### src/rtl/regfile_write_ctrl.sv
// Write-port controller for the register file: clears regs 1..NREGS-1 after reset, then arbitrates two writeback ports.
// Define REGFILE_WRCTRL_RR_EN for round-robin arbitration; otherwise port 0 has fixed priority.
module regfile_write_ctrl #(
   parameter int DATA_W = 32,
   parameter int ADDR_W = 5,
   parameter int NREGS  = 32
) (
   input  logic              clk,
   input  logic              rst,
   input  logic              hold,
   input  logic              v0,
   output logic              rdy0,
   input  logic [ADDR_W-1:0] a0,
   input  logic [DATA_W-1:0] d0,
   input  logic              v1,
   output logic              rdy1,
   input  logic [ADDR_W-1:0] a1,
   input  logic [DATA_W-1:0] d1,
   output logic              wren,
   output logic [ADDR_W-1:0] wr,
   output logic [DATA_W-1:0] wd,
   output logic              init_done,
   output logic              dbg_state_o
);

   // Handshake: a write is transferred in any cycle where vN && rdyN; rdyN is
   // combinational from v0/v1/hold/state/pointer and never from aN/dN.
   typedef enum logic {S_INIT = 1'b0, S_RUN = 1'b1} state_t;

   localparam logic [ADDR_W-1:0] LAST = ADDR_W'(NREGS - 1);

   state_t              state_q, state_d;
   logic [ADDR_W-1:0]   cnt_q, cnt_d;
   logic                wren_q, wren_d;
   logic [ADDR_W-1:0]   wr_q, wr_d;
   logic [DATA_W-1:0]   wd_q, wd_d;
   logic                init_done_q, init_done_d;
   logic                g0, g1;

`ifdef REGFILE_WRCTRL_RR_EN
   // Pointer names the port granted last; a tie goes to the other port.
   logic ptr_q, ptr_d;

   always_comb begin
      g0 = v0 && (!v1 || ptr_q);
      g1 = v1 && (!v0 || !ptr_q);
   end
`else
   always_comb begin
      g0 = v0;
      g1 = v1 && !v0;
   end
`endif

   always_ff @(posedge clk or posedge rst) begin
      if (rst) begin
         state_q     <= S_INIT;
         cnt_q       <= ADDR_W'(1);
         wren_q      <= 1'b0;
         wr_q        <= '0;
         wd_q        <= '0;
         init_done_q <= 1'b0;
`ifdef REGFILE_WRCTRL_RR_EN
         ptr_q       <= 1'b1;
`endif
      end else begin
         state_q     <= state_d;
         cnt_q       <= cnt_d;
         wren_q      <= wren_d;
         wr_q        <= wr_d;
         wd_q        <= wd_d;
         init_done_q <= init_done_d;
`ifdef REGFILE_WRCTRL_RR_EN
         ptr_q       <= ptr_d;
`endif
      end
   end

   always_comb begin
      state_d     = state_q;
      cnt_d       = cnt_q;
      wren_d      = 1'b0;
      wr_d        = wr_q;
      wd_d        = wd_q;
      init_done_d = init_done_q;
      rdy0        = 1'b0;
      rdy1        = 1'b0;
`ifdef REGFILE_WRCTRL_RR_EN
      ptr_d       = ptr_q;
`endif
      case (state_q)
         S_INIT: begin
            if (!hold) begin
               wren_d = 1'b1;
               wr_d   = cnt_q;
               wd_d   = '0;
               cnt_d  = cnt_q + 1'b1;
               if (cnt_q == LAST) begin
                  init_done_d = 1'b1;
                  state_d     = S_RUN;
               end
            end
         end
         S_RUN: begin
            if (!hold) begin
               rdy0 = g0;
               rdy1 = g1;
               // Register 0 completes the handshake but never reaches the file.
               if (g0) begin
                  wr_d   = a0;
                  wd_d   = d0;
                  wren_d = (a0 != '0);
`ifdef REGFILE_WRCTRL_RR_EN
                  ptr_d  = 1'b0;
`endif
               end else if (g1) begin
                  wr_d   = a1;
                  wd_d   = d1;
                  wren_d = (a1 != '0);
`ifdef REGFILE_WRCTRL_RR_EN
                  ptr_d  = 1'b1;
`endif
               end
            end
         end
         default: state_d = S_INIT;
      endcase
   end

   assign wren        = wren_q;
   assign wr          = wr_q;
   assign wd          = wd_q;
   assign init_done   = init_done_q;
   assign dbg_state_o = (state_q == S_RUN);

endmodule

### config.mk
export PLATFORM = sky130hd
export DESIGN_NAME = regfile_write_ctrl
export DESIGN_NICKNAME = d
export VERILOG_FILES = /design/src/rtl/regfile_write_ctrl.sv
export SDC_FILE = /design/constraint.sdc
export NUM_CORES = 1
export LEC_CHECK = 0
export CAP_MARGIN = 20
export CELL_PAD_IN_SITES_DETAIL_PLACEMENT = 0
export CELL_PAD_IN_SITES_GLOBAL_PLACEMENT = 1
export CORE_MARGIN = 2
export CORE_UTILIZATION = 28
export CTS_BUF_LIST = sky130_fd_sc_hd__clkbuf_4
export CTS_CLUSTER_DIAMETER = 50
export DETAILED_ROUTE_END_ITERATION = 16
export PLACE_DENSITY = 0.88
export SLEW_MARGIN = 20
export SYNTH_ARGS = -nofsm -noshare
export SYNTH_HDL_FRONTEND = slang
export SYNTH_SLANG_ARGS = --single-unit
export TNS_END_PERCENT = 5
### constraint.sdc
create_clock -name clk -period 1.5 [get_ports clk]
set_clock_uncertainty 0.1 [all_clocks]
set_input_delay 0.15 -clock clk [delete_from_list [all_inputs] [get_ports clk]]
set_output_delay 0.15 -clock clk [all_outputs]
set_load 0.05 [all_outputs]
After elaboration in Yosys (flattened, before gate mapping)
Index checks and enable logic that the tools add are counted.
{"block": "totals", "regBits": 45, "output_inout_bits": 42}
{"block": "op_classes", "bitwise_logic": 2, "add_sub_neg": 1, "muxes": 22, "eq_ne": 4, "n_reduce_logical": 7}
{"cell": "2-to-1 mux 32 bit", "n": 4}
{"cell": "one-hot mux 32 bit (2 select lines)", "n": 1}
{"cell": "2-to-1 mux 5 bit", "n": 4}
{"cell": "2-to-1 mux 1 bit", "n": 11}
{"cell": "one-hot mux 5 bit (2 select lines)", "n": 1}
{"cell": "nonzero test 5 bit", "n": 2}
{"cell": "AND reduction 3 bit", "n": 2}
{"cell": "adder 5 x 1 -> 5 bit, second input constant", "n": 1}
{"cell": "== test 5 bit, second input constant", "n": 1}
{"cell": "inequality test 2 bit, second input constant", "n": 2}
{"cell": "inequality test 3 x 2 -> 1 bit, second input constant", "n": 1}
{"cell": "inverter 1 bit", "n": 2}
{"cell": "one-hot mux 1 bit (2 select lines)", "n": 1}
{"cell": "AND reduction 2 bit", "n": 1}
{"cell": "logical AND 1 bit", "n": 1}
{"cell": "logical NOT 1 bit", "n": 1}

Longest topological paths before layout
{"block": "logic_depth", "ltp_word": 6, "ltp_mapped": 6, "depth_no_buf": 4}

Worst setup path before layout
Ideal clock, no wire load.
{"block": "synth_path", "path_kind": "register to output", "start": "register state_q (netlist: dbg_state_o)", "end": "output port rdy1", "required_ns": 1.250, "arrival_time_ns": 2.602, "setup_slack_ns": -1.352, "n_path_buf": 0, "path_stages_with_launch": 3, "cell_sequence": "dfrtp_1 > inv_1 > nor4b_1"}
{"block": "synth_via", "elab_chain_len": 1}
{"item": "start: declaration", "line": "32", "text": "state_t state_q, state_d;"}
{"item": "start signal: assignment", "line": "67", "text": "state_q <= state_d;"}
{"item": "2-to-1 mux 1 bit", "line": "91", "text": "case (state_q)"}
{"item": "end: declaration", "line": "16", "text": "output logic rdy1,"}
Every way passes these cells.

Worst setup path after layout
Same ends and word-level chain as after synthesis.

==> flow_summary.toml <==
[detailed_routing]
wl_per_cell_um = 14.3
dr.pass1.iters = 4
drt_iter0_markers = 36
final_antenna_net_count = 0
vias_per_cell = 4.67
drt-total-wl_um = 6360
vias = 2071
drc = 0

[sta]
relSlewSlack = 0.806
fin_ws_ns = -0.0942
worst_pin_slew_ns = 0.290
period_needed_ns = 1.59
rsz0062_at_grt = "yes"
worst_hold_slack_ns = 0.0429
slew_violations = 0
setup_viol = 4
hold_viol_final = 0
finalSetupTns_ns = -0.211
fmax_mhz = 627
finalCritPeriodShare = 1.06

[finish]
fin_nets = 415
mostFrequentLayoutCell = "clkdlybuf4s50_1"
diodes = 0
fin_cells = 443
area_growth_pct = 63.7
fillers = 815
final_area_um2 = 4030
drive_gt1_frac = 0.349
most-common-layout-cells = "clkdlybuf4s50_1, dfrtp_1, buf_4, mux2i_1, o21ai_0"

[global_route]
grt_use_total = 0.135
antenna_found_initial = 0
grt_pass1_vias = 2167
grt_pass1_wl_um = 10600
grt_remaining_overflow = 0
grt_max_degree = 46

[synth]
ys_seq_area_frac = 0.457
ys_types = 30
yosysWarnings = 0
syn_area_per_cell_um2 = 11.9
netlist_area_um2 = 2460
synth_nets = 288
ys_ff_latch = 45
syn_inst = 207

[clocking]
cts-root-buf = "clkbuf_4"
cts_tree = "done"
cts_hold_buf = 0
clk_latency_ns = 0.34
htree_levels = 2
clkSinkCount = 45
clk_pin_slew_ns = 0.13
cts_buffers = 5
clock_path_buffers = 2

[power_and_ir_drop]
p_leak_uw = 0.00183
ir_drop_mv = 0.551
power-per-cell-area_nw_per_um2 = 1500

[floorplan]
die_w_um = 97.8
ioPinCount = 121
rows = 34
die_h_um = 97.8
start_util = 0.285
core_um2 = 8640
die_area_um2 = 9570

[worst_setup_path]
worstPathArrival_ns = 1.34
start_kind = "flip-flop"
path_max_fanout = 4
slowest_delay_ns = 0.41
critical_path.endpoint_type = "primary output"
critPathSlowestCell = "dfrtp_2"
crit_type = "flip-flop to primary output"
critPathRequiredTime_ns = 1.25
ff2ff_setup_slack_ns = -0.05
worstPathCellList = "buf_6, inv_6, nor4b_4, buf_12"

[place]
placed_cell_area_um2 = 3920
place_inst = 433
io_buffers = 120
gp_congestion = 0.758
place_hpwl_um = 4930

[status]
violations = "negative setup slack"
status = "complete, but fails checks"

[hold_path]
hp-class = "input pin to asynchronous set/reset pin"

[flow_run]
drv_cap = 0
==> power breakdown <==
group | internal, µW | leakage (µW) | switching [µW]
registers | 1610 | 0.000586 | 288
clock network | 242 | 0.0000368 | 357
logic | 1530 | 0.00120 | 2020
==> cells in the mapped netlist <==
master	count	area [µm²]
buf_2	3	15.0
and3_1	2	12.5
o31ai_1	2	15.0
a21oi_1	6	30.0
ha_1	2	25.0
mux2i_1	37	370
nor3b_2	1	12.5
or4_1	1	7.51
dfstp_2	1	26.3
nand2_1	1	3.75
a21o_1	2	15.0
buf_4	1	7.51
inv_1	3	11.3
o21ai_0	32	160
mux2_1	5	56.3
or2_1	1	6.26
o21ai_1	1	5.00
nor2_1	6	22.5
or4b_1	1	10.0
nand4_1	1	6.26
clkbuf_1	11	41.3
xor2_1	1	8.76
nor2b_1	1	6.26
o31ai_2	30	375
mux2_2	2	22.5
buf_6	5	56.3
dfrtp_1	44	1100
xnor2_1	2	17.5
nor4b_1	1	8.76
o32ai_1	1	8.76
==> through the flow <==
stage / utilization / total power [µW] / setup WS (ns)
2_1_floorplan: - / 3980 / -0.154
3_3_place_gp: 0.454 / 5370 / -0.254
3_5_place_dp: 0.454 / 5440 / -0.291
4_1_cts: 0.466 / 6110 / -0.126
5_1_grt: 0.467 / 6380 / -0.172
6_report: 0.467 / 6050 / -0.0942
==> final timing paths <==
check	start	endpoint	depth (start not counted)
worst max-delay path	dbg_state_o	rdy1	4
worst min-delay path	rst	wd[4]	3
worst max register to register	cnt_q[0]	cnt_q[4]	4
worst min register to register	wd[18]	wd[18]	2
max in group asynchronous	rst	cnt_q[0]	3
min in group clk	v0	wren	5
==> timing repair <==
item | in CTS | in global routing
setup endpoints to repair | 41 | 14
pin swaps | 3 | 0
resized for setup | 8 | 2
setup buffers | 2 | 0
cloned | 0 | 0
endpoints found under the hold margin | 0 | 0
==> registers in the layout, indices dropped and copies added, names as in the netlist <==
signal	flops
dbg_state_o	1
wd	32
init_done	1
wr	5
cnt_q	5
wren	1
==> cell type report <==
type,instances,area (µm²),share of cell area
Inverter,3,16.3,0.00403
Tap cell,108,135,0.0335
Clock buffer,8,60.1,0.0149
Timing Repair Buffer,140,1440,0.356
Sequential cell,45,1130,0.280
Multi-Input combinational cell,139,1260,0.312
==> logic make-up after synthesis <==
kind of cell | synth area share
multiplexers | 0.182
AND/OR/NAND/NOR | 0.0391
AO/OA/AOI/OAI | 0.247
adder cells (fa/ha/maj) | 0.0102
flip-flops | 0.457
buffers and inverters | 0.0533
XOR/XNOR | 0.0107
==> per-layer routing <==
| metal | vias up | wire, µm | GRT usage |
|---|---|---|---|
| li1 | 1021 | - | - |
| met1 | 966 | 2620 | 0.159 |
| met2 | 78 | 3240 | 0.240 |
| met3 | 6 | 450 | 0.0415 |
| met4 | 0 | 42 | 0.0299 |
| met5 | - | 0 | 0 |
==> critical path, delay by kind of cell, from the launching register on <==
| kind | cells | cell delay (ns) |
|---|---|---|
| buf+inv | 3 | 0.33 |
| flops | 1 | 0.41 |
| simple gates | 1 | 0.26 |
Note: power is estimated with default switching activity, not from simulation.
